$ cat config.mk
export PLATFORM = sky130hd
export DESIGN_NAME = uart_tx_sched
export DESIGN_NICKNAME = d
export VERILOG_FILES = /design/src/rtl/uart_tx_sched.sv
export SDC_FILE = /design/constraint.sdc
export NUM_CORES = 1
export LEC_CHECK = 0
export BUFFER_PORTS_ARGS = -buffer_cell sky130_fd_sc_hd__buf_2
export CORE_MARGIN = 2
export CORE_UTILIZATION = 48
export DETAILED_ROUTE_END_ITERATION = 8
export HOLD_SLACK_MARGIN = 0.06
export PLACE_DENSITY = 0.81
export SLEW_MARGIN = 20
export SYNTH_ARGS = -nofsm -noshare
export SYNTH_HDL_FRONTEND = slang
export SYNTH_SLANG_ARGS = --single-unit
$ cat constraint.sdc
create_clock -name clk -period 1.6 [get_ports clk]
set_clock_uncertainty 0.05 [all_clocks]
set_input_delay 0.16 -clock clk [delete_from_list [all_inputs] [get_ports clk]]
set_output_delay 0.16 -clock clk [all_outputs]
set_load 0.01 [all_outputs]
$ cat src/rtl/uart_tx_sched.sv
// uart_tx_sched: shares one UART TX serializer between the ALU (2-byte results)
// and the register file (1-byte read data). One pending result per source is
// held and arbitrated round-robin. ALU results go out low byte first. Bytes are
// handed to the TX one at a time over the tx_data_valid / tx_busy handshake.
// Optional feature: define UART_TX_SCHED_TIMEOUT_EN to re-issue a byte when the
// TX has not raised busy within ACK_TO cycles of the issue.
module uart_tx_sched #(
    parameter int DATA_W = 8,
    parameter int ACK_TO = 15
) (
    input  logic                clk,
    input  logic                rst,
    input  logic [2*DATA_W-1:0] alu_out,
    input  logic                alu_valid,
    input  logic [DATA_W-1:0]   rf_rd_data,
    input  logic                rf_rd_valid,
    input  logic                tx_busy,
    output logic [DATA_W-1:0]   tx_p_data,
    output logic                tx_data_valid,
    output logic                sched_busy,
    output logic                drop_alu,
    output logic                drop_rf
);

    typedef enum logic [1:0] {
        S_IDLE,
        S_ISSUE,
        S_WAIT_ACK,
        S_WAIT_DONE
    } state_e;

    state_e              state_q, state_d;
    logic [2*DATA_W-1:0] alu_hold_q, alu_hold_d;
    logic [DATA_W-1:0]   rf_hold_q, rf_hold_d;
    logic                alu_pend_q, alu_pend_d;
    logic                rf_pend_q, rf_pend_d;
    logic                ptr_rf_q, ptr_rf_d;     // 1: RF wins the next contested grant
    logic [2*DATA_W-1:0] buf_q, buf_d;           // bytes still to send, next byte in the low lane
    logic [1:0]          left_q, left_d;
    logic [DATA_W-1:0]   tx_p_data_q, tx_p_data_d;
    logic                tx_dv_q, tx_dv_d;
    logic                drop_alu_q, drop_alu_d;
    logic                drop_rf_q, drop_rf_d;
    logic                can_grant, grant_alu, grant_rf;
    logic                timeout;

    // Arbitration: only from IDLE with the TX free; the pointer breaks ties.
    always_comb begin
        can_grant = (state_q == S_IDLE) && !tx_busy;
        grant_alu = can_grant && alu_pend_q && (!rf_pend_q || !ptr_rf_q);
        grant_rf  = can_grant && rf_pend_q && (!alu_pend_q || ptr_rf_q);
    end

`ifdef UART_TX_SCHED_TIMEOUT_EN
    localparam int CNT_W = $clog2(ACK_TO + 1);

    logic [CNT_W-1:0] ack_cnt_q, ack_cnt_d;

    // Count WAIT_ACK cycles without busy; any other state clears it, so each issue gets a full window.
    always_comb begin
        ack_cnt_d = '0;
        if (state_q == S_WAIT_ACK && !tx_busy) begin
            ack_cnt_d = ack_cnt_q + 1'b1;
        end
    end

    // Timeout counter register.
    always_ff @(posedge clk or posedge rst) begin
        if (rst) begin
            ack_cnt_q <= '0;
        end else begin
            ack_cnt_q <= ack_cnt_d;
        end
    end

    assign timeout = (state_q == S_WAIT_ACK) && !tx_busy && (ack_cnt_q == CNT_W'(ACK_TO - 1));
`else
    // ACK_TO has no function in this build.
    logic unused_ack_to;
    assign unused_ack_to = ^ACK_TO;
    assign timeout       = 1'b0;
`endif

    // State register.
    always_ff @(posedge clk or posedge rst) begin
        // NOTE: sequential state uses non-blocking assignments so every register samples pre-edge values.
        if (rst) begin
            state_q <= S_IDLE;
        end else begin
            state_q <= state_d;
        end
    end

    // Next-state logic: issue, wait for the TX to take the byte, wait for it to finish.
    always_comb begin
        state_d = state_q;
        case (state_q)
            S_IDLE:      if (grant_alu || grant_rf) state_d = S_ISSUE;
            S_ISSUE:     state_d = S_WAIT_ACK;
            S_WAIT_ACK: begin
                if (tx_busy)      state_d = S_WAIT_DONE;
                else if (timeout) state_d = S_ISSUE;
            end
            S_WAIT_DONE: if (!tx_busy) state_d = (left_q > 2'd1) ? S_ISSUE : S_IDLE;
            default:     state_d = S_IDLE;
        endcase
    end

    // Capture, drop detection, grant bookkeeping and the registered TX-side outputs.
    always_comb begin
        // NOTE: every variable is given a default first so no path leaves it unassigned (no latch).
        alu_hold_d = alu_hold_q;
        rf_hold_d  = rf_hold_q;
        ptr_rf_d   = ptr_rf_q;
        buf_d      = buf_q;
        left_d     = left_q;

        // A grant frees the slot in the same cycle, so a coinciding strobe is accepted.
        if (alu_valid && (!alu_pend_q || grant_alu)) alu_hold_d = alu_out;
        if (rf_rd_valid && (!rf_pend_q || grant_rf)) rf_hold_d = rf_rd_data;
        alu_pend_d = alu_valid || (alu_pend_q && !grant_alu);
        rf_pend_d  = rf_rd_valid || (rf_pend_q && !grant_rf);
        drop_alu_d = alu_valid && alu_pend_q && !grant_alu;
        drop_rf_d  = rf_rd_valid && rf_pend_q && !grant_rf;

        if (grant_alu) begin
            ptr_rf_d = 1'b1;
            buf_d    = alu_hold_q;
            left_d   = 2'd2;
        end else if (grant_rf) begin
            ptr_rf_d = 1'b0;
            buf_d    = {{DATA_W{1'b0}}, rf_hold_q};
            left_d   = 2'd1;
        end else if (state_q == S_WAIT_DONE && !tx_busy) begin
            buf_d    = buf_q >> DATA_W;
            left_d   = left_q - 2'd1;
        end

        // Every entry to ISSUE (grant, next byte or re-issue) presents the low lane of the buffer.
        tx_dv_d     = (state_d == S_ISSUE);
        tx_p_data_d = (state_d == S_ISSUE) ? buf_d[DATA_W-1:0] : tx_p_data_q;
    end

    // Datapath registers.
    always_ff @(posedge clk or posedge rst) begin
        // NOTE: hold and buffer registers are reset too, so a reset discards every pending result.
        if (rst) begin
            alu_hold_q  <= '0;
            rf_hold_q   <= '0;
            alu_pend_q  <= 1'b0;
            rf_pend_q   <= 1'b0;
            ptr_rf_q    <= 1'b0;
            buf_q       <= '0;
            left_q      <= '0;
            tx_p_data_q <= '0;
            tx_dv_q     <= 1'b0;
            drop_alu_q  <= 1'b0;
            drop_rf_q   <= 1'b0;
        end else begin
            alu_hold_q  <= alu_hold_d;
            rf_hold_q   <= rf_hold_d;
            alu_pend_q  <= alu_pend_d;
            rf_pend_q   <= rf_pend_d;
            ptr_rf_q    <= ptr_rf_d;
            buf_q       <= buf_d;
            left_q      <= left_d;
            tx_p_data_q <= tx_p_data_d;
            tx_dv_q     <= tx_dv_d;
            drop_alu_q  <= drop_alu_d;
            drop_rf_q   <= drop_rf_d;
        end
    end

    assign tx_p_data     = tx_p_data_q;
    assign tx_data_valid = tx_dv_q;
    assign sched_busy    = (state_q != S_IDLE);
    assign drop_alu      = drop_alu_q;
    assign drop_rf       = drop_rf_q;

endmodule

==> Word-level counts from Yosys, hierarchy flattened <==
Cells that the tools add are included.
{ "word_totals": {"register_bits": 58, "input_bits": 29, "output_inout_bits": 12, "word_cells": 63} }
{ "op_classes": {"add_sub_neg": 1, "n_lt_le_gt_ge": 1, "eq_ne": 4, "muxes": 13, "reduce_logical": 31} }
{ "ops": {"columns": ["cell", "n"], "rows": [
  ["two-way mux 16 bit", 3],
  ["logical AND 1 bit", 14],
  ["two-way mux 2 bit", 6],
  ["one-hot mux 2 bit (4 select lines)", 1],
  ["logical OR 1 bit", 7],
  ["logical NOT 1 bit", 6],
  ["equality test 2 x 1 -> 1 bit (second input constant)", 2],
  ["equality test 2 bit (second input constant)", 2],
  ["nonzero test 2 bit", 2],
  ["two-way mux 1 bit", 3],
  ["nonzero test 3 bit", 1],
  ["greater-than comparator 2 x 1 -> 1 bit (second input constant)", 1],
  ["logical NOT 2 bit", 1],
  ["subtractor 2 x 1 -> 2 bit (second input constant)", 1]
]} }

==> Longest topological paths before layout <==
Gate-level depths: netlist (run 1).
{ "logic_depth": {"ltp_word": 8, "ltp_mapped": 5, "mapped_depth_nobuf": 5} }

==> Worst setup path before layout (run 1) <==
OpenSTA, ideal clock, no wires.
{ "synth_path": {"kind": "register -> register", "from": "register alu_pend_q", "to": "register alu_hold_q[0]", "setup_ns": 0.125, "arrival_ns": 1.442, "required_ns": 1.425, "path_slack_ns": -0.017, "path_stages_with_launch": 6, "n_path_buf": 1, "period_less_slack_ns": 1.617, "cell_sequence": "dfrtp_1 > a21boi_4 > and2_4 > o21ai_4 > buf_6 > mux2_4"} }
{ "synth_via": {"elab_chain_cells": 4, "elab_cells_between_ends": 5, "cone_classes": "5 x reduce/logical"} }
{ "synth_lines": {"columns": ["element", "line", "text"], "rows": [
  ["start, declared", "35", "logic alu_pend_q, alu_pend_d;"],
  ["start signal, assigned", "162", "alu_pend_q <= alu_pend_d;"],
  ["logical AND 1 bit (2 in series)", "50", "grant_alu = can_grant && alu_pend_q && (!rf_pend_q || !ptr_rf_q);"],
  ["logical OR 1 bit (*)", "119", "if (alu_valid && (!alu_pend_q || grant_alu)) alu_hold_d = alu_out;"],
  ["logical AND 1 bit (*)", "119", null],
  ["end signal, assigned", "160", "alu_hold_q <= alu_hold_d;"],
  ["end, declared", "33", "logic [2*DATA_W-1:0] alu_hold_q, alu_hold_d;"]
]} }
Every way passes the cells marked *; elsewhere a longest branch is shown, timed or not.
A chain may end at the register's enable or synchronous reset.

==> Final worst setup path (run 1) <==
{ "layout_path": {"from": "register state_q[1]", "to": "register tx_p_data_q[6], in the netlist tx_p_data[6]"} }
{ "layout_via": {"elab_chain_cells": 8, "elab_cells_between_ends": 19, "cone_classes": "4 x eq/ne; 7 x mux; 8 x reduce/logical"} }
{ "layout_lines": {"columns": ["element", "line", "text"], "rows": [
  ["start, declared", "32", "state_e state_q, state_d;"],
  ["start signal, assigned", "90", "state_q <= state_d;"],
  ["logical NOT 2 bit", "49, 97", null],
  ["logical AND 1 bit", "49", "can_grant = (state_q == S_IDLE) && !tx_busy;"],
  ["logical AND 1 bit, on equally long branches (2 in series)", "50, 51", null],
  ["logical OR 1 bit", "98", "S_IDLE: if (grant_alu || grant_rf) state_d = S_ISSUE;"],
  ["two-way mux 2 bit", "98", null],
  ["one-hot mux 2 bit (4 select lines)", "97", "case (state_q)"],
  ["equality test 2 x 1 -> 1 bit", "141", "tx_p_data_d = (state_d == S_ISSUE) ? buf_d[DATA_W-1:0] : tx_p_data_q;"],
  ["end signal, assigned", "167", "tx_p_data_q <= tx_p_data_d;"],
  ["end, declared", "40", "logic [DATA_W-1:0] tx_p_data_q, tx_p_data_d;"]
]} }
Several ways; a longest one is shown, not always the timed one. The select of a mux whose other input is x is not followed.

==> flow_metrics.py, run 1 <==
metrics = {
    "status": {
        "outcome": "finished, violations left",
        "violations": "setup timing",
    },
    "power_and_ir_drop": {
        "intPower_mw": 3.28,
        "pwr-share-seq_pct": 46.1,
        "clock_power_share_pct": 15.7,
        "p_switching_mw": 1.64,
        "power.ir.vdd_worst_v": 0.00101,
        "relative_contribution_of_combinational_cells_to_total_power_pct": 38.2,
        "total_power_mw": 4.92,
        "power_switching_share_pct": 33.3,
        "leakage_nw": 1.47,
        "power.density_mw_per_mm2": 1640,
    },
    "global_route": {
        "grt_start_max_net_pins": 31,
        "global_route.usage.met1_pct": 27.1,
        "grt_pass1_wl_um": 8500,
        "initial_antenna_violation_count": 0,
        "grtUsageTotal_pct": 22.2,
        "global_route_hottest_layer": "met2",
        "globalRoute.totalOverflow": 0,
        "via_count_of_the_first_global_routing_pass": 1788,
        "grt_use_met2_pct": 38.6,
        "met3_usage_pct": 4.84,
    },
    "clock_tree": {
        "cts.sinks": 50,
        "clock_path_buffers": 2,
        "insertion_delay_ns": 0.31,
        "clock_tree.root_cell": "sky130_fd_sc_hd__clkbuf_8",
        "cts_max_level": 2,
        "cts_tree": "yes",
        "path_clk_slew_ns": 0.09,
        "cts_made_buffers": 5,
    },
    "critical_path": {
        "critical_path_class": "reg -> reg",
        "worst_ep_required_time_ns": 1.74,
        "crit_arrival_ns": 1.82,
        "reg2reg_to": "tx_p_data[6]$_DFFE_PP0N_",
        "worstSetupStartpointType": "flip-flop",
        "ff2ff_setup_slack_ns": -0.08,
        "worst-r2r-cell-count": 6,
        "timing.rr.start": "state_q[1]$_DFF_PP0_",
        "crit_path_end_kind": "flip-flop",
        "crit_fanout": 10,
    },
    "worst_hold_path": {
        "worstHoldPathType": "in -> reg",
        "min_delay_path_depth": 3,
        "worst_hold_startpoint": "tx_busy",
        "holdPathEnd": "state_q[0]$_DFF_PP0_",
    },
    "sta": {
        "timing.max_slew.rel_slack_pct": 67.3,
        "max_freq_mhz": 594,
        "final.setup.worst_slack_ns": -0.0833,
        "slew_violations": 0,
        "setup_viol": 30,
        "final.period_utilization_pct": 105,
        "rsz_0062_raised_after_global_routing": "true",
        "timing_worst_slew_pin_value_ns": 0.490,
        "finalCriticalPeriod_ns": 1.68,
        "timing_hold_violations_final": 0,
    },
    "drt": {
        "final_routed_wirelength_um": 5170,
        "drt_pass1_iterations": 4,
        "routed-via-count": 1627,
        "drc": 0,
        "wl_per_cell_um": 17.1,
        "dr.first_iter.drc_count": 79,
        "drt-vias-per-instance": 5.39,
        "antenna_violating_nets_post_route": 0,
    },
    "synth": {
        "synth.cell_area_mm2": 0.00215,
        "synth_sequential_area_ratio_pct": 58.3,
        "synth_mux_area_share_pct": 14.3,
        "complex_gate_fraction_of_the_synthesized_area_pct": 16.2,
        "synthesized_netlist_cell_count": 158,
        "synthXorXnorAreaFrac_pct": 0.408,
        "synth_cell_type_count": 33,
        "post_synth_and_or_nand_nor_area_fraction_pct": 7.52,
        "synth_nets": 188,
        "synth_seq_cells": 50,
        "synth_top_family_by_area": "compound AO/OA/AOI/OAI gates",
        "synthAdderAreaFrac_pct": 0.583,
        "synthesis.yosys.warnings": 0,
        "synth.avg_cell_area_um2": 13.6,
    },
    "placed_design": {
        "dpl-instance-area_mm2": 0.00253,
        "hpwlAfterDp_um": 3130,
        "globalplace.congestion": 0.790,
        "place.port_buffers": 40,
        "pre_cts_ws_ns": -0.0847,
    },
    "job": {
        "max_cap_viol_count": 0,
    },
    "floorplanning": {
        "chipHeight_um": 70.9,
        "die_area_mm2": 0.00502,
        "core_area_mm2": 0.00432,
        "floorplan.die.width_um": 70.9,
        "ios": 41,
        "rows": 24,
        "floorplan.initialDensity_pct": 49.6,
    },
    "final_layout": {
        "diodes": 0,
        "final_nets": 279,
        "drive_above_1_share_pct": 45.2,
        "most_common_cell_after_layout_fill_and_taps_aside": "sky130_fd_sc_hd__dfrtp_1",
        "post-route-cell-area_mm2": 0.00300,
        "layout-area-overhead-vs-synth_pct": 39.9,
        "layout.cells.most_common_list": "sky130_fd_sc_hd__dfrtp_1 (50), sky130_fd_sc_hd__buf_2 (40), sky130_fd_sc_hd__dlygate4sd3_1 (27)",
    },
}
repair_timing:
action,in CTS,in global routing
hold endpoints to repair,46,0
pin swaps,3,2
gates resized for setup,8,5
hold buffers,27,0
endpoints found under the setup margin,34,41
buffers inserted,6,1
critical path, stage by stage (launching register included):
cell                        delay, ns
sky130_fd_sc_hd__dfrtp_1         0.42
sky130_fd_sc_hd__buf_4           0.16
sky130_fd_sc_hd__nor3_4          0.17
sky130_fd_sc_hd__buf_4           0.16
sky130_fd_sc_hd__nand2_2         0.15
sky130_fd_sc_hd__a211oi_1        0.34
sky130_fd_sc_hd__o2bb2ai_1       0.10
logic make-up after synthesis:
kind of cell / count (synthesis)
AOI/OAI and AO/OA: 43
adders and majority gates: 1
xor gates and xnor gates: 1
and+or+nand+nor: 27
DFF: 50
buffers and inverters: 12
muxes: 24
cells in the mapped netlist:
| cell | count | area share (%) |
|---|---|---|
| sky130_fd_sc_hd__nor3_2 | 2 | 0.93 |
| sky130_fd_sc_hd__a21o_1 | 1 | 0.35 |
| sky130_fd_sc_hd__and2_1 | 1 | 0.29 |
| sky130_fd_sc_hd__o21ai_0 | 1 | 0.23 |
| sky130_fd_sc_hd__buf_2 | 3 | 0.70 |
| sky130_fd_sc_hd__o31ai_1 | 1 | 0.35 |
| sky130_fd_sc_hd__ha_1 | 1 | 0.58 |
| sky130_fd_sc_hd__nand2_2 | 1 | 0.29 |
| sky130_fd_sc_hd__nor3b_1 | 1 | 0.35 |
| sky130_fd_sc_hd__a21oi_1 | 10 | 2.3 |
| sky130_fd_sc_hd__o31ai_4 | 1 | 0.99 |
| sky130_fd_sc_hd__a22o_1 | 9 | 3.7 |
| sky130_fd_sc_hd__inv_1 | 5 | 0.87 |
| sky130_fd_sc_hd__o21ai_4 | 1 | 0.76 |
| sky130_fd_sc_hd__nor2b_1 | 1 | 0.29 |
| sky130_fd_sc_hd__nand3b_1 | 1 | 0.35 |
| sky130_fd_sc_hd__nand2_1 | 5 | 0.87 |
| sky130_fd_sc_hd__dfrtp_1 | 50 | 58 |
| sky130_fd_sc_hd__o2bb2ai_1 | 8 | 3.3 |
| sky130_fd_sc_hd__buf_6 | 1 | 0.52 |
| sky130_fd_sc_hd__and2_4 | 1 | 0.41 |
| sky130_fd_sc_hd__o21a_1 | 1 | 0.35 |
| sky130_fd_sc_hd__nor2_1 | 3 | 0.52 |
| sky130_fd_sc_hd__and3_1 | 9 | 2.6 |
| sky130_fd_sc_hd__mux2_2 | 14 | 7.3 |
| sky130_fd_sc_hd__or2_1 | 1 | 0.29 |
| sky130_fd_sc_hd__a21boi_4 | 1 | 0.87 |
| sky130_fd_sc_hd__a211oi_1 | 8 | 2.8 |
| sky130_fd_sc_hd__o21ai_1 | 1 | 0.23 |
| sky130_fd_sc_hd__nor2_2 | 1 | 0.29 |
| sky130_fd_sc_hd__xor2_1 | 1 | 0.41 |
| sky130_fd_sc_hd__clkbuf_1 | 3 | 0.52 |
| sky130_fd_sc_hd__mux2_4 | 10 | 7.0 |
per-layer routing:
layer	routed length, um	vias up
met1	2100	802
met5	0	-
met3	213	16
li1	-	761
met4	165	0
met2	2690	48
power by group through the flow:
stage | logic [mW] | clock network [mW] | registers (mW)
after floorplan | 1.09 | 0 | 2.20
after global placement | 1.61 | 0 | 2.23
after detailed placement | 1.66 | 0 | 2.25
after CTS | 1.81 | 0.766 | 2.24
after global routing | 2.03 | 0.833 | 2.33
final | 1.88 | 0.770 | 2.27
worst max-delay path by stage:
stage | end | startpoint | cells after the start
after floorplan | alu_hold_q[0]$_DFFE_PP0P_ | alu_pend_q$_DFF_PP0_ | 5
after global placement | tx_p_data[5]$_DFFE_PP0N_ | state_q[1]$_DFF_PP0_ | 4
after detailed placement | tx_p_data[7]$_DFFE_PP0N_ | state_q[1]$_DFF_PP0_ | 4
after CTS | rf_hold_q[5]$_DFFE_PP0P_ | alu_pend_q$_DFF_PP0_ | 5
after global routing | tx_p_data[6]$_DFFE_PP0N_ | state_q[1]$_DFF_PP0_ | 6
final | tx_p_data[6]$_DFFE_PP0N_ | state_q[1]$_DFF_PP0_ | 6
per-stage QoR:
step / std cells / hold WS [ns] / setup TNS (ns) / utilization [%]
after CTS: 301 / 0.195 / -0.00852 / 68.7
after global routing: 302 / 0.244 / -2.71 / 69.4
after floorplan: 158 / 0.202 / -0.174 / -
after global placement: 260 / 0.137 / -0.00825 / 58.4
after detailed placement: 260 / 0.139 / -0.894 / 58.4
final: 302 / 0.212 / -0.685 / 69.4
layout make-up:
type,count,area (um^2)
multi-input cells,96,892
clock buffers,6,82.6
fillers,297,1320
inverters,5,18.8
flip-flops and latches,50,1250
well taps,52,65.1
clock inverters,2,12.5
repair buffers,91,679
registers in the layout (all words and copies together), names as in the netlist:
signal,cells
alu_hold_q,16
buf_q,8
rf_hold_q,8
tx_p_data,8
left_q,2
state_q,2
alu_pend_q,1
drop_alu,1
drop_rf,1
ptr_rf_q,1
rf_pend_q,1
tx_data_valid,1
Note: power is estimated with default switching activity, not from simulation.
==> run 2: changes to the inputs <==
==> config.mk (replaced) <==
export PLATFORM = sky130hd
export DESIGN_NAME = uart_tx_sched
export DESIGN_NICKNAME = d
export VERILOG_FILES = /design/src/rtl/uart_tx_sched.sv
export SDC_FILE = /design/constraint.sdc
export NUM_CORES = 1
export LEC_CHECK = 0
export CORE_MARGIN = 2
export CORE_UTILIZATION = 50
export DETAILED_ROUTE_END_ITERATION = 8
export DONT_BUFFER_PORTS = 1
export HOLD_SLACK_MARGIN = 0.06
export PLACE_DENSITY = 0.76
export REMOVE_ABC_BUFFERS = 1
export SLEW_MARGIN = 20
export SYNTH_ARGS = -nofsm -noshare
export SYNTH_HDL_FRONTEND = slang
export SYNTH_SLANG_ARGS = --single-unit
==> run 2 against run 1 <==
The run now ends clean. Cell count fell by 16%. Via count shrank 9.6%. Count of clock-buffer cells in the layout grew 1. Hold slack worse by 0.14 ns. Utilization shrank 1.4 points. First-iteration DRC count rose by 44%. Setup slack gained 0.084 ns. Sequential share of layout area is 3.6 points higher. Sequential power increased by 4%. Critical path type unchanged.
==> flow_metrics.py, run 2 (synthesized netlist as in run 1, its figures left out) <==
metrics = {
    "worst_hold_path": {
        "worstHoldPathType": "in -> reg",
        "worst_hold_startpoint": "tx_busy",
        "holdPathEnd": "left_q[1]$_DFFE_PP0P_",
        "min_delay_path_depth": 2,
    },
    "power_and_ir_drop": {
        "relative_contribution_of_combinational_cells_to_total_power_pct": 33.4,
        "power_switching_share_pct": 33.3,
        "leakage_nw": 1.28,
        "intPower_mw": 3.12,
        "pwr-share-seq_pct": 50.6,
        "p_switching_mw": 1.56,
        "power.ir.vdd_worst_v": 0.000863,
        "total_power_mw": 4.68,
        "power.density_mw_per_mm2": 1690,
        "clock_power_share_pct": 16.0,
    },
    "final_layout": {
        "drive_above_1_share_pct": 33.3,
        "most_common_cell_after_layout_fill_and_taps_aside": "sky130_fd_sc_hd__dfrtp_1",
        "largest_register_ffs": 16,
        "final_nets": 233,
        "largest_register": "alu_hold_q",
        "post-route-cell-area_mm2": 0.00276,
        "final_core_area_utilization_pct": 68.0,
        "layout-area-overhead-vs-synth_pct": 28.6,
        "final-instance-count-excl-fill": 254,
        "layout.cells.most_common_list": "sky130_fd_sc_hd__dfrtp_1 (50), sky130_fd_sc_hd__dlygate4sd3_1 (28), sky130_fd_sc_hd__buf_4 (15)",
        "num-fill-cells": 270,
        "diodes": 0,
    },
    "drt": {
        "drt-vias-per-instance": 5.79,
        "wl_per_cell_um": 18.5,
        "antenna_violating_nets_post_route": 0,
        "final_routed_wirelength_um": 4690,
        "dr.first_iter.drc_count": 114,
        "routed-via-count": 1470,
        "drc": 0,
        "drt_pass1_iterations": 4,
    },
    "placed_design": {
        "place.port_buffers": 0,
        "pre_cts_ws_ns": -0.0608,
        "hpwlAfterDp_um": 3100,
        "dp.cells": 217,
        "globalplace.congestion": 0.787,
        "dpl-instance-area_mm2": 0.00232,
    },
    "clock_tree": {
        "insertion_delay_ns": 0.31,
        "cts_made_buffers": 5,
        "path_clk_slew_ns": 0.09,
        "clock_path_buffers": 2,
        "clock_tree.root_cell": "sky130_fd_sc_hd__clkbuf_8",
        "cts.sinks": 50,
        "cts_max_level": 2,
        "cts_tree": "yes",
    },
    "global_route": {
        "grt_start_max_net_pins": 27,
        "globalRoute.totalOverflow": 0,
        "initial_antenna_violation_count": 0,
        "grt_pass1_wl_um": 7400,
        "grtUsageTotal_pct": 19.9,
        "via_count_of_the_first_global_routing_pass": 1514,
    },
    "critical_path": {
        "worst-r2r-cell-count": 4,
        "critical_path_class": "reg -> reg",
        "crit_path_end_kind": "flip-flop",
        "crit_arrival_ns": 1.73,
        "crit_fanout": 8,
        "ff2ff_setup_slack_ns": 0.0006,
        "worst_ep_required_time_ns": 1.73,
        "reg2reg_to": "rf_hold_q[5]$_DFFE_PP0P_",
        "worstSetupStartpointType": "flip-flop",
        "timing.rr.start": "state_q[1]$_DFF_PP0_",
    },
    "floorplanning": {
        "floorplan.initialDensity_pct": 52.9,
        "rows": 23,
        "core_area_mm2": 0.00406,
        "die_area_mm2": 0.00483,
        "chipHeight_um": 69.5,
        "ios": 41,
        "floorplan.die.width_um": 69.5,
    },
    "status": {
        "outcome": "finished clean",
    },
    "sta": {
        "worst_hold_slack_ns": 0.0683,
        "timing.setup.tns_ns": 0,
        "final.period_utilization_pct": 100,
        "timing_worst_slew_pin_value_ns": 0.555,
        "setup_viol": 0,
        "rsz_0062_raised_after_global_routing": "true",
        "timing_hold_violations_final": 0,
        "max_freq_mhz": 625,
        "slew_violations": 0,
        "timing.max_slew.rel_slack_pct": 63.0,
        "finalCriticalPeriod_ns": 1.60,
        "final.setup.worst_slack_ns": 0.000604,
    },
    "job": {
        "max_cap_viol_count": 0,
    },
}
-- run 2: power groups by stage --
stage | clock network [mW] | registers [mW] | logic [mW]
floorplan | 0 | 2.20 | 1.06
CTS | 0.761 | 2.34 | 1.50
global route | 0.815 | 2.42 | 1.71
global placement | 0 | 2.34 | 1.35
detailed placement | 0 | 2.35 | 1.41
finish | 0.748 | 2.37 | 1.56
-- run 2: what timing repair did --
item                                   in CTS  in global routing
hold buffers                               28                  0
setup endpoints to repair                  17                 41
buffers inserted                            0                  1
pin swaps                                   0                  4
endpoints found under the hold margin      53                  0
gates resized for setup                     6                  8
-- run 2: layer usage --
layer / global-route usage, % / routed length, um
met1: 24.9 / 1830
met2: 31.3 / 2510
met3: 5.81 / 269
met4: 10.2 / 77
met5: 0 / 0
-- run 2: how the worst max path moves through the flow --
| stage | from | to | slack (ns) | depth (start not counted) |
|---|---|---|---|---|
| after CTS | state_q[1]$_DFF_PP0_ | tx_p_data[2]$_DFFE_PP0N_ | 0.009 | 5 |
| after detailed placement | state_q[1]$_DFF_PP0_ | tx_p_data[1]$_DFFE_PP0N_ | -0.06 | 5 |
| after global routing | state_q[1]$_DFF_PP0_ | rf_hold_q[0]$_DFFE_PP0P_ | -0.03 | 4 |
| final | state_q[1]$_DFF_PP0_ | rf_hold_q[5]$_DFFE_PP0P_ | 0.0006 | 4 |
| after floorplan | state_q[1]$_DFF_PP0_ | alu_hold_q[0]$_DFFE_PP0P_ | -0.19 | 4 |
| after global placement | state_q[1]$_DFF_PP0_ | tx_p_data[4]$_DFFE_PP0N_ | 0.01 | 5 |
-- run 2: final cells by class --
type	count	area, um^2	share of cell area [%]
sequential	50	1250	45.3
clock inverter	1	5.00	0.181
clock buffer	7	86.3	3.13
multi-input combinational	96	903	32.7
inverter	5	18.8	0.680
tap	50	62.6	2.27
timing repair buffer	45	433	15.7
-- run 2: critical path: stages (launching register included) --
cell                      delay [ns]
sky130_fd_sc_hd__dfrtp_1        0.42
sky130_fd_sc_hd__or2_4          0.28
sky130_fd_sc_hd__o31ai_4        0.30
sky130_fd_sc_hd__nand2_4        0.13
sky130_fd_sc_hd__mux2_2         0.30
==> run 3: changes to the inputs <==
--- a/config.mk
+++ b/config.mk
@@ -10,6 +10,7 @@
 export DETAILED_ROUTE_END_ITERATION = 8
 export DONT_BUFFER_PORTS = 1
 export HOLD_SLACK_MARGIN = 0.06
+export MAX_ROUTING_LAYER = met4
 export PLACE_DENSITY = 0.76
 export REMOVE_ABC_BUFFERS = 1
 export SLEW_MARGIN = 20
==> run 3 against run 2 <==
Fmax is essentially flat. Total power is essentially flat. Global-route usage grew 0.57 points. Wire length grew 0.43%. Clock power is essentially flat. Cell count is the same. Flip-flop and latch count is the same. Sequential power is essentially flat. Via count is essentially flat. Count of clock-buffer cells in the layout is the same. Critical path type unchanged. Critical endpoint unchanged.
==> flow_metrics.py, run 3 (synthesized netlist as in run 1, its figures left out) <==
metrics = {
    "status": {
        "outcome": "finished clean",
    },
    "final_layout": {
        "most_common_cell_after_layout_fill_and_taps_aside": "sky130_fd_sc_hd__dfrtp_1",
        "layout.cells.most_common_list": "sky130_fd_sc_hd__dfrtp_1 (50), sky130_fd_sc_hd__dlygate4sd3_1 (28), sky130_fd_sc_hd__buf_4 (15)",
        "area_taken_by_flip_flops_and_latches_mm2": 0.00125,
        "largest_register_ffs": 16,
        "final_nets": 233,
        "num-fill-cells": 270,
        "post-route-cell-area_mm2": 0.00276,
        "largest_register": "alu_hold_q",
        "layout-area-overhead-vs-synth_pct": 28.6,
        "diodes": 0,
        "drive_above_1_share_pct": 33.3,
        "area_of_the_multi_input_gates_um2": 903,
        "final_core_area_utilization_pct": 68.0,
    },
    "clock_tree": {
        "clock_path_buffers": 2,
        "cts.sinks": 50,
        "cts_max_level": 2,
        "clock_tree.root_cell": "sky130_fd_sc_hd__clkbuf_8",
        "path_clk_slew_ns": 0.09,
        "cts_tree": "yes",
        "insertion_delay_ns": 0.30,
        "cts_made_buffers": 5,
    },
    "placed_design": {
        "globalplace.congestion": 0.798,
        "place.port_buffers": 0,
        "dpl-instance-area_mm2": 0.00232,
        "hpwlAfterDp_um": 3100,
        "pre_cts_ws_ns": -0.0608,
    },
    "drt": {
        "drt-vias-per-instance": 5.79,
        "wl_per_cell_um": 18.5,
        "antenna_violating_nets_post_route": 0,
        "drt_pass1_iterations": 4,
        "dr.first_iter.drc_count": 85,
        "drc": 0,
        "routed-via-count": 1471,
        "final_routed_wirelength_um": 4710,
    },
    "power_and_ir_drop": {
        "power.density_mw_per_mm2": 1690,
        "power.ir.vdd_worst_v": 0.000864,
        "leakage_nw": 1.28,
    },
    "worst_hold_path": {
        "worst_hold_startpoint": "tx_busy",
        "min_delay_path_depth": 2,
        "holdPathEnd": "left_q[1]$_DFFE_PP0P_",
        "worstHoldPathType": "in -> reg",
    },
    "critical_path": {
        "worstPathCellList": "or2_4 -> o31ai_4 -> nand2_4 -> mux2_2",
        "critical_path_buf_inv_count": 0,
        "timing.rr.start": "state_q[1]$_DFF_PP0_",
        "crit_path_end_kind": "flip-flop",
        "worst-r2r-cell-count": 4,
        "crit_fanout": 8,
        "ff2ff_setup_slack_ns": 0.001,
        "worst_ep_required_time_ns": 1.73,
        "timing.critical_path.slowest_cell_delay_ns": 0.42,
        "critical_path_class": "reg -> reg",
        "worstSetupStartpointType": "flip-flop",
        "reg2reg_to": "rf_hold_q[5]$_DFFE_PP0P_",
        "crit_arrival_ns": 1.73,
        "cpMaxStageDelayCell": "sky130_fd_sc_hd__dfrtp_1",
        "path_delay_family": "flip-flops",
    },
    "global_route": {
        "via_count_of_the_first_global_routing_pass": 1517,
        "grt_pass1_wl_um": 7400,
        "globalRoute.totalOverflow": 0,
        "grtUsageTotal_pct": 20.4,
        "initial_antenna_violation_count": 0,
        "grt_start_max_net_pins": 27,
    },
    "floorplanning": {
        "floorplan.die.width_um": 69.5,
        "die_area_mm2": 0.00483,
        "ios": 41,
        "rows": 23,
        "chipHeight_um": 69.5,
        "core_area_mm2": 0.00406,
        "floorplan.initialDensity_pct": 52.9,
    },
    "sta": {
        "timing.max_slew.rel_slack_pct": 63.1,
        "finalCriticalPeriod_ns": 1.60,
        "timing_worst_slew_pin_value_ns": 0.553,
        "max_freq_mhz": 626,
        "timing_hold_violations_final": 0,
        "setup_viol": 0,
        "final.period_utilization_pct": 99.9,
        "slew_violations": 0,
        "rsz_0062_raised_after_global_routing": "true",
        "final.setup.worst_slack_ns": 0.00138,
    },
    "job": {
        "max_cap_viol_count": 0,
    },
}
==> run 3: cell counts in the layout (fill, tap and decap cells not counted) <==
Identical to the previous run, type by type.
==> run 3: cell type report <==
type / count / share of cell area, %
timing repair buffer: 45 / 15.7
multi-input combinational: 96 / 32.7
clock buffer: 7 / 3.13
clock inverter: 1 / 0.181
inverter: 5 / 0.680
sequential: 50 / 45.3
tap: 50 / 2.27
==> run 3: worst register-to-register path, cell delays in order, from the launching register on <==
cell	delay, ns
sky130_fd_sc_hd__dfrtp_1	0.42
sky130_fd_sc_hd__or2_4	0.28
sky130_fd_sc_hd__o31ai_4	0.30
sky130_fd_sc_hd__nand2_4	0.13
sky130_fd_sc_hd__mux2_2	0.30
==> run 3: worst max-delay path by stage <==
stage                    startpoint                   endpoint  cells after the start
4_1_cts        state_q[1]$_DFF_PP0_   tx_p_data[2]$_DFFE_PP0N_                      5
3_3_place_gp   state_q[1]$_DFF_PP0_   tx_p_data[4]$_DFFE_PP0N_                      5
3_5_place_dp   state_q[1]$_DFF_PP0_   tx_p_data[1]$_DFFE_PP0N_                      5
2_1_floorplan  state_q[1]$_DFF_PP0_  alu_hold_q[0]$_DFFE_PP0P_                      4
5_1_grt        state_q[1]$_DFF_PP0_   rf_hold_q[0]$_DFFE_PP0P_                      4
6_report       state_q[1]$_DFF_PP0_   rf_hold_q[5]$_DFFE_PP0P_                      4
==> run 3: stage by stage <==
step | cells | TNS (ns) | hold slack (ns) | power, mW
2_1_floorplan | 151 | -4.12 | 0.202 | 3.25
3_3_place_gp | 217 | 0 | 0.0581 | 3.68
3_5_place_dp | 217 | -0.200 | 0.0747 | 3.76
4_1_cts | 253 | 0 | 0.0636 | 4.61
5_1_grt | 254 | -0.245 | 0.0892 | 4.95
6_report | 254 | 0 | 0.0757 | 4.68
==> run 3: report_power, final <==
group	total [mW]	internal, mW	switching (mW)
registers	2.37	1.86	0.502
clock network	0.747	0.349	0.398
logic	1.57	0.906	0.660
total	4.68	3.12	1.56
==> run 3: what timing repair did <==
item,in CTS,in global routing
pin swaps,0,4
setup endpoints to repair,17,41
gates resized for setup,6,8
endpoints found under the hold margin,53,0
setup buffers,0,1
hold buffers,28,0
==> run 3: layer usage <==
| metal | vias up | track usage, % | part of all wire (%) |
|---|---|---|---|
| met4 | 0 | 10.2 | 2.4 |
| met1 | 747 | 24.9 | 39 |
| met2 | 45 | 31.3 | 53 |
| met3 | 10 | 5.81 | 5.7 |
| li1 | 669 | - | - |
| met5 | - | - | 0 |
